**config.mk**
```make
export PLATFORM = sky130hd
export DESIGN_NAME = enoc_switch_allocator_flat
export DESIGN_NICKNAME = d
export VERILOG_FILES = /design/src/rtl/enoc_switch_allocator_if.sv /design/src/rtl/enoc_switch_allocator.sv /design/src/flat_wrapper.sv
export SDC_FILE = /design/constraint.sdc
export NUM_CORES = 1
export LEC_CHECK = 0
export BUFFER_PORTS_ARGS = -buffer_cell sky130_fd_sc_hd__buf_2
export CORE_MARGIN = 5
export CORE_UTILIZATION = 57
export DETAILED_ROUTE_END_ITERATION = 7
export PLACE_DENSITY_LB_ADDON = 0.1
export SLEW_MARGIN = 20
export SYNTH_ARGS = -nofsm -noshare
export SYNTH_HDL_FRONTEND = slang
export SYNTH_SLANG_ARGS = --single-unit
export TNS_END_PERCENT = 30
```
**constraint.sdc**
```tcl
create_clock -name clk -period 5.9 [get_ports clk]
set_clock_uncertainty 0.05 [all_clocks]
set_input_delay 0.59 -clock clk [delete_from_list [all_inputs] [get_ports clk]]
set_output_delay 0.59 -clock clk [all_outputs]
set_load 0.01 [all_outputs]
```
**src/rtl/enoc_switch_allocator_if.sv**
```systemverilog
// Allocator request/grant bundle: requests and enables in, grants and selects out.
interface enoc_switch_allocator_if #(
    parameter int N = 7,
    parameter int M = 7
);
    localparam int W = (N > 1) ? $clog2(N) : 1;

    logic [0:N-1][0:M-1]  i_req;
    logic [0:M-1]         i_en;
    logic [0:N-1][0:M-1]  o_grant;
    logic [0:M-1][W-1:0]  o_sel;
    logic [0:M-1]         o_sel_val;

    modport master (
        output i_req, i_en,
        input  o_grant, o_sel, o_sel_val
    );

    modport slave (
        input  i_req, i_en,
        output o_grant, o_sel, o_sel_val
    );
endinterface

```
**src/rtl/enoc_switch_allocator.sv**
```systemverilog
// Per-output round-robin switch allocator with registered grants.
// Define ENOC_ALLOC_HOLD_EN to build multi-cycle grant tenures (HOLD_MAX cycles).
module enoc_switch_allocator #(
    parameter int N        = 7,
    parameter int M        = 7,
    parameter int HOLD_MAX = 4
) (
    input  logic                  clk,
    input  logic                  reset_n,
    enoc_switch_allocator_if.slave bus
);
    localparam int W = (N > 1) ? $clog2(N) : 1;
    typedef logic [W-1:0] idx_t;

    if (HOLD_MAX < 1) begin : g_hold_max_chk
        $error("HOLD_MAX must be at least 1");
    end

    function automatic idx_t next_idx(idx_t v);
        return (v == idx_t'(N - 1)) ? '0 : v + idx_t'(1);
    endfunction

    logic                 live_q;
    logic [0:N-1][0:M-1]  grant_q, grant_d;
    logic [0:M-1]         val_q, val_d;
    idx_t [0:M-1]         sel_q, sel_d;
    idx_t [0:M-1]         ptr_q, ptr_d;
    logic [0:N-1][0:M-1]  req_eff;
    logic [0:M-1]         found;
    idx_t [0:M-1]         win;

`ifdef ENOC_ALLOC_HOLD_EN
    localparam int CW = $clog2(HOLD_MAX + 1);
    typedef enum logic {S_IDLE, S_HOLD} st_t;
    st_t           st_q  [M];
    st_t           st_d  [M];
    logic [CW-1:0] cnt_q [M];
    logic [CW-1:0] cnt_d [M];

    assign req_eff = bus.i_req;
`else
    // A request that was just granted is consumed for one cycle.
    assign req_eff = bus.i_req & ~grant_q;
`endif

    always_comb begin
        found = '0;
        win   = '0;
        for (int j = 0; j < M; j++) begin
            for (int k = 0; k < N; k++) begin
                if (!found[j] &&
                    req_eff[idx_t'((int'(ptr_q[j]) + k) % N)][j]) begin
                    found[j] = 1'b1;
                    win[j]   = idx_t'((int'(ptr_q[j]) + k) % N);
                end
            end
        end
    end

    always_comb begin
        grant_d = '0;
        val_d   = '0;
        sel_d   = sel_q;
        ptr_d   = ptr_q;
`ifdef ENOC_ALLOC_HOLD_EN
        st_d    = st_q;
        cnt_d   = cnt_q;
`endif
        for (int j = 0; j < M; j++) begin
`ifdef ENOC_ALLOC_HOLD_EN
            unique case (st_q[j])
                S_IDLE: begin
                    if (live_q && bus.i_en[j] && found[j]) begin
                        grant_d[win[j]][j] = 1'b1;
                        val_d[j]           = 1'b1;
                        sel_d[j]           = win[j];
                        st_d[j]            = S_HOLD;
                        cnt_d[j]           = CW'(1);
                    end
                end
                S_HOLD: begin
                    if (bus.i_req[sel_q[j]][j] && bus.i_en[j] &&
                        cnt_q[j] < CW'(HOLD_MAX)) begin
                        grant_d[sel_q[j]][j] = 1'b1;
                        val_d[j]             = 1'b1;
                        cnt_d[j]             = cnt_q[j] + CW'(1);
                    end else begin
                        st_d[j]  = S_IDLE;
                        cnt_d[j] = '0;
                        ptr_d[j] = next_idx(sel_q[j]);
                    end
                end
                default: st_d[j] = S_IDLE;
            endcase
`else
            if (live_q && bus.i_en[j] && found[j]) begin
                grant_d[win[j]][j] = 1'b1;
                val_d[j]           = 1'b1;
                sel_d[j]           = win[j];
                ptr_d[j]           = next_idx(win[j]);
            end
`endif
        end
    end

    // live_q blocks arbitration on the first edge after reset release.
    always_ff @(posedge clk) begin
        if (!reset_n) begin
            live_q  <= 1'b0;
            grant_q <= '0;
            val_q   <= '0;
            sel_q   <= '0;
            ptr_q   <= '0;
`ifdef ENOC_ALLOC_HOLD_EN
            for (int j = 0; j < M; j++) begin
                st_q[j]  <= S_IDLE;
                cnt_q[j] <= '0;
            end
`endif
        end else begin
            live_q  <= 1'b1;
            grant_q <= grant_d;
            val_q   <= val_d;
            sel_q   <= sel_d;
            ptr_q   <= ptr_d;
`ifdef ENOC_ALLOC_HOLD_EN
            for (int j = 0; j < M; j++) begin
                st_q[j]  <= st_d[j];
                cnt_q[j] <= cnt_d[j];
            end
`endif
        end
    end

    assign bus.o_grant   = grant_q;
    assign bus.o_sel_val = val_q;
    assign bus.o_sel     = sel_q;
endmodule

```
**src/flat_wrapper.sv**
```systemverilog
// flat-port wrapper written by rule: the top's interface ports become plain ports
module enoc_switch_allocator_flat 
#(
    parameter int N        = 7,
    parameter int M        = 7,
    parameter int HOLD_MAX = 4
)
  (clk, reset_n, bus_i_req, bus_i_en, bus_o_grant, bus_o_sel, bus_o_sel_val);
  enoc_switch_allocator_if #(.N(N), .M(M)) bus_i ();
  input  logic clk;
  input  logic reset_n;
  input wire logic [$bits(bus_i.i_req)-1:0] bus_i_req;
  input wire logic [$bits(bus_i.i_en)-1:0] bus_i_en;
  output wire logic [$bits(bus_i.o_grant)-1:0] bus_o_grant;
  output wire logic [$bits(bus_i.o_sel)-1:0] bus_o_sel;
  output wire logic [$bits(bus_i.o_sel_val)-1:0] bus_o_sel_val;
  assign bus_i.i_req = bus_i_req;
  assign bus_i.i_en = bus_i_en;
  assign bus_o_grant = bus_i.o_grant;
  assign bus_o_sel = bus_i.o_sel;
  assign bus_o_sel_val = bus_i.o_sel_val;
  enoc_switch_allocator #(.N(N), .M(M), .HOLD_MAX(HOLD_MAX)) u_core (.clk(clk), .reset_n(reset_n), .bus(bus_i));
endmodule
```
==> results.json, run 1 <==
{
  "ys.flop_type": "dfxtp_1",
  "h-tree-depth": 3,
  "antenna_found_initial": 0,
  "ys_seq_elements": 99,
  "crit_type": "reg -> reg",
  "power.share.clock_pct": 5.3,
  "cp_max_fo": 13,
  "num-fill-cells": 2795,
  "clk_pin_slew_ns": 0.08,
  "hold_viol_final": 0,
  "clock-root-buffer": "clkbuf_16",
  "synth_top_area_cell": "dfxtp_1",
  "synthTopCellsByCount": "176 x nor2_1, 158 x ha_1, 151 x nand2_1",
  "grt_pass1_wl_mm": 89.5,
  "placed_area_um2": 18900,
  "ios": 135,
  "rsz0062_at_grt": "no",
  "synthesis.nets": 2539,
  "slowest_stage": "dfxtp_1",
  "cpMostUsedCell": "ha_1",
  "worst_hold_slack_ns": 0.449,
  "synth_top_area_share_pct": 11.0,
  "status": "finished, final reports clean",
  "vias": 18800,
  "ir_drop_uv": 361,
  "grtUsageTotal_pct": 29.8,
  "grt_pass1_vias": 17700,
  "path_cells": "inv_1 -> ha_1 -> xor2_1 -> inv_1 -> ha_1 -> ha_1 -> or3b_1 -> nor3_1 -> a22o_1 -> nor3_1 -> o32ai_1 -> o21ai_1 -> or4_4 -> o221ai_4 -> or3b_1 -> a31oi_1",
  "gr-total-overflow": 0,
  "worstSetupEndpointType": "flop",
  "avgSynthCellArea_um2": 7.74,
  "synth_seq_area_share_pct": 11.0,
  "post-route-drc-count": 0,
  "drtIter0Drc": 1727,
  "cpPeakStageDelay_ns": 0.63,
  "cp.arrival_ns": 5.65,
  "mappedNetlistArea_um2": 18000,
  "synth_cells": 2323,
  "initial_utilization_pct": 57.4,
  "fmax_mhz": 185,
  "row_count": 65,
  "synth_edf_count": 0,
  "tightest_slew_ns": 0.951,
  "switching_share_pct": 55.7,
  "wirelength_mm": 55.9,
  "cellPowerDensity_nw_per_um2": 578,
  "via_per_inst": 6.70,
  "slew_viol_final": 0,
  "port_buffers": 134,
  "post-route-min-period_ns": 5.40,
  "die_x_um": 188,
  "firstDrtPassIters": 6,
  "postCtsSetupRepairBufs": 0,
  "synth.distinct_cells": 124,
  "drive_above_1_share_pct": 14.3,
  "cp_num_buf_inv": 2,
  "comb_power_share_pct": 85.7,
  "finalSetupViolCount": 0,
  "worstSetupStartpointType": "flop",
  "die_height_um": 188,
  "coreArea_um2": 31300,
  "hold_class": "reg -> reg",
  "drv_cap": 0,
  "post_cts_resized": 0,
  "internal-power_mw": 4.92,
  "cts_buffer_depth": 2,
  "fin_crit_sh_pct": 91.6,
  "synth.most_common_cell": "nor2_1",
  "cp.required_ns": 6.14,
  "post_drt_wl_per_cell_um": 19.9,
  "clk_latency_ns": 0.36,
  "tns_ns": 0,
  "finalWeightedCongestion": 1.01,
  "crit_family": "simple AND/OR/NAND/NOR gates",
  "synth_warnings": 0,
  "numCtsBuffers": 9,
  "nets": 2623,
  "p_leak_nw": 8.18,
  "detail-route-antenna-nets": 0,
  "slew_headroom_pct": 36.6,
  "seq_power_share_pct": 8.9,
  "synth_area_leaders": "dfxtp_1 11%, ha_1 11%, mux2i_1 7.6%",
  "synthArstFlopShare_pct": 0,
  "num_antenna_cells": 0,
  "grt_max_degree": 40,
  "place_hpwl_mm": 42.9,
  "die-area_um2": 35200,
  "cts_tree": "done",
  "syn2layout_area_growth_pct": 6.99,
  "p_total_mw": 11.1,
  "fin_area_um2": 19200,
  "p_sw_mw": 6.19,
  "cts.sinks": 99,
  "postCtsHoldBufs": 0
}
==> worst min-delay path, delay by kind of cell (launching register included) <==
kind	cells	cell delay (ns)
flops	1	0.34
simple gates	1	0.06
compound gates	1	0.05
==> sequential cells by signal, summed over array words and instances (netlist names) <==
register              cells
u_core.bus.o_sel_val      7
u_core.bus.o_grant       49
u_core.live_q             1
u_core.ptr_q             21
u_core.bus.o_sel         21
==> path summary, 6_finish.rpt <==
| check | start | end | slack (ns) | cells past startpoint |
|---|---|---|---|---|
| worst max register to register | u_core.ptr_q[0]$_SDFFE_PN0P_ | u_core.ptr_q[1]$_SDFFE_PN0P_ | 0.50 | 16 |
| worst min-delay path | u_core.bus.o_sel[3]$_SDFFE_PN0P_ | u_core.bus.o_sel[3]$_SDFFE_PN0P_ | 0.45 | 2 |
| worst max-delay path | u_core.ptr_q[0]$_SDFFE_PN0P_ | u_core.ptr_q[1]$_SDFFE_PN0P_ | 0.50 | 16 |
| worst min register to register | u_core.bus.o_sel[3]$_SDFFE_PN0P_ | u_core.bus.o_sel[3]$_SDFFE_PN0P_ | 0.45 | 2 |
==> routing by layer <==
| metal | vias up | GRT usage (%) | share of wire (%) |
|---|---|---|---|
| met3 | 147 | 3.93 | 6.5 |
| met2 | 815 | 50.1 | 47 |
| met1 | 8893 | 38.7 | 43 |
| li1 | 8991 | - | - |
| met4 | 0 | 12.2 | 3.6 |
| met5 | - | 0 | 0 |
==> cells by family after synthesis <==
family          count (synthesis)  synth area share, %
simple gates                  879                 26.7
buf+inv                       213                 5.14
mux                           197                 13.4
xor+xnor                       88                 4.52
fa+ha+maj                     158                 11.0
flops                          99                 11.0
compound gates                689                 28.2
==> power groups by stage <==
stage	logic [mW]	registers, mW	clock network (mW)
6_report	9.53	0.993	0.592
5_1_grt	10.4	1.01	0.638
4_1_cts	9.35	0.990	0.610
3_5_place_dp	9.29	1.00	0
3_3_place_gp	9.12	1.00	0
2_1_floorplan	7.27	1.02	0
==> area by class of cell <==
type,count,area (um^2),share of cell area [%]
multi-input combinational,2011,15100,78.4
sequential,99,1980,10.3
timing repair buffer,174,971,5.05
tap,402,503,2.62
inverter,112,420,2.19
clock buffer,10,229,1.19
clock inverter,6,57.6,0.299
==> layout by cell type, fill, tap and decap left out, drive strengths merged, types with 31 or more instances in the layout <==
| cell | count |
|---|---|
| buf | 174 |
| a21oi | 120 |
| nor3 | 72 |
| dfxtp | 99 |
| nand2b | 96 |
| nand3 | 58 |
| nor2b | 83 |
| a211oi | 61 |
| nand2 | 151 |
| a21o | 31 |
| a31oi | 45 |
| mux2i | 137 |
| xnor2 | 75 |
| nor2 | 177 |
| ha | 158 |
| o21ai | 100 |
| inv | 111 |
==> per-stage QoR <==
stage / utilization, % / setup slack, ns / cells
2_1_floorplan: - / 0.443 / 2323
3_3_place_gp: 60.5 / 0.780 / 2798
3_5_place_dp: 60.5 / 0.665 / 2798
4_1_cts: 61.4 / 0.608 / 2814
5_1_grt: 61.4 / 0.108 / 2814
6_report: 61.4 / 0.497 / 2814
Power figures use the tool's default switching activity.
==> inputs of run 2 (changes only) <==
--- a/config.mk
+++ b/config.mk
@@ -10,6 +10,7 @@
 export CORE_UTILIZATION = 57
 export DETAILED_ROUTE_END_ITERATION = 7
 export PLACE_DENSITY_LB_ADDON = 0.1
+export RECOVER_POWER = 100
 export SLEW_MARGIN = 20
 export SYNTH_ARGS = -nofsm -noshare
 export SYNTH_HDL_FRONTEND = slang
==> run 2 against run 1 <==
Global-route usage unchanged. Final area decreased by 0.73%. Total power decreased by 0.60%. Fmax decreased by 0.90%. Combinational power decreased by 0.7%. Register-to-register slack got worse by 0.05 ns. Clock power about the same. Sequential share of layout area increased by 0.076 points. Critical path depth unchanged. Critical path type unchanged. Largest power group unchanged. Highest routed layer unchanged.
==> results.json, run 2 (synthesis gave the netlist of run 1 again) <==
{
  "fin_crit_sh_pct": 92.4,
  "cts.sinks": 99,
  "grt_use_met1_pct": 38.7,
  "cp_max_fo": 13,
  "nets": 2623,
  "tns_ns": 0,
  "postCtsHoldBufs": 0,
  "initial_utilization_pct": 57.4,
  "cts_buffer_depth": 2,
  "num_antenna_cells": 0,
  "post_cts_resized": 0,
  "dpl.cell_count": 2798,
  "grt_pass1_vias": 17700,
  "cts_tree": "done",
  "die_x_um": 188,
  "ios": 135,
  "row_count": 65,
  "coreArea_um2": 31300,
  "wirelength_mm": 55.9,
  "status": "finished, final reports clean",
  "detail-route-antenna-nets": 0,
  "grtUsageTotal_pct": 29.8,
  "layout.cells.non_filler": 2814,
  "hold_class": "reg -> reg",
  "p_leak_nw": 7.83,
  "hold_viol_final": 0,
  "regArea_um2": 1980,
  "numCtsBuffers": 9,
  "drtIter0Drc": 1749,
  "drv_cap": 0,
  "busiest_layer": "met2",
  "drive_above_1_share_pct": 10.6,
  "multi_input_area_um2": 15000,
  "vias": 18900,
  "post_drt_wl_per_cell_um": 19.9,
  "fmax_mhz": 183,
  "finalWeightedCongestion": 1.01,
  "ir_drop_uv": 361,
  "gr-total-overflow": 0,
  "h-tree-depth": 3,
  "crit_type": "reg -> reg",
  "slew_headroom_pct": 10.1,
  "largest_reg_flops": 49,
  "p_total_mw": 11.0,
  "die-area_um2": 35200,
  "final_util_pct": 61.0,
  "cellPowerDensity_nw_per_um2": 579,
  "num-fill-cells": 2857,
  "cp.required_ns": 6.14,
  "place_hpwl_mm": 42.9,
  "grt_max_degree": 40,
  "clk_pin_slew_ns": 0.08,
  "layout_common_cells": "176 x nor2_1, 158 x ha_1, 151 x nand2_1",
  "worstSetupEndpointType": "flop",
  "worstSetupStartpointType": "flop",
  "grtUsageMet2_pct": 50.1,
  "tightest_slew_ns": 1.35,
  "rsz0062_at_grt": "no",
  "grt_pass1_wl_mm": 89.5,
  "final_common_cell": "nor2_1",
  "cp.arrival_ns": 5.69,
  "via_per_inst": 6.71,
  "post-route-min-period_ns": 5.45,
  "firstDrtPassIters": 6,
  "postCtsSetupRepairBufs": 0,
  "die_height_um": 188,
  "clk_latency_ns": 0.36,
  "syn2layout_area_growth_pct": 6.20,
  "use_met3_pct": 3.93,
  "port_buffers": 134,
  "post-route-drc-count": 0,
  "antenna_found_initial": 0,
  "clock-root-buffer": "clkbuf_16",
  "finalSetupViolCount": 0,
  "slew_viol_final": 0
}
==> run 2: layout make-up <==
class                           instances  area share (%)
Multi-Input combinational cell       2011            78.7
Sequential cell                        99            10.4
Timing Repair Buffer                  174            4.56
Tap cell                              402            2.63
Inverter                              112            2.20
Clock buffer                           10            1.20
Clock inverter                          6           0.302
==> run 2: worst paths after layout <==
check	start	endpoint	slack, ns	cells after the start
min	u_core.bus.o_sel[3]$_SDFFE_PN0P_	u_core.bus.o_sel[3]$_SDFFE_PN0P_	0.45	2
max	u_core.ptr_q[0]$_SDFFE_PN0P_	u_core.ptr_q[1]$_SDFFE_PN0P_	0.45	16
max reg2reg	u_core.ptr_q[0]$_SDFFE_PN0P_	u_core.ptr_q[1]$_SDFFE_PN0P_	0.45	16
min reg2reg	u_core.bus.o_sel[3]$_SDFFE_PN0P_	u_core.bus.o_sel[3]$_SDFFE_PN0P_	0.45	2
==> run 2: worst max-delay path, stage by stage, from the launching register on <==
cell	delay (ns)
dfxtp_1	0.62
inv_1	0.12
ha_1	0.24
xor2_1	0.17
inv_1	0.17
ha_1	0.17
ha_1	0.42
or3b_1	0.42
nor3_1	0.44
a22o_1	0.30
nor3_1	0.07
o32ai_1	0.41
o21ai_0	0.28
or4_4	0.62
o221ai_4	0.31
or3b_1	0.39
a31oi_1	0.17
==> run 2: power by group <==
part	total [mW]	internal [mW]	switching, mW	leakage [nW]
Combinational	9.46	3.75	5.71	6.89
Sequential	0.996	0.817	0.178	0.805
Clock	0.593	0.296	0.297	0.141
Total	11.0	4.87	6.18	7.83
==> run 2: through the flow <==
stage	cell area (um^2)	hold slack (ns)	setup WS [ns]
2_1_floorplan	18000	0.431	0.443
3_3_place_gp	18900	0.424	0.780
3_5_place_dp	18900	0.431	0.665
4_1_cts	19200	0.441	0.608
5_1_grt	19100	0.478	0.0836
6_report	19100	0.445	0.448
==> run 2: layer usage <==
metal | vias up | routed length, um
met5 | - | 0
met4 | 0 | 2090
met3 | 161 | 3680
met2 | 844 | 26200
met1 | 8869 | 24000
li1 | 9000 | -
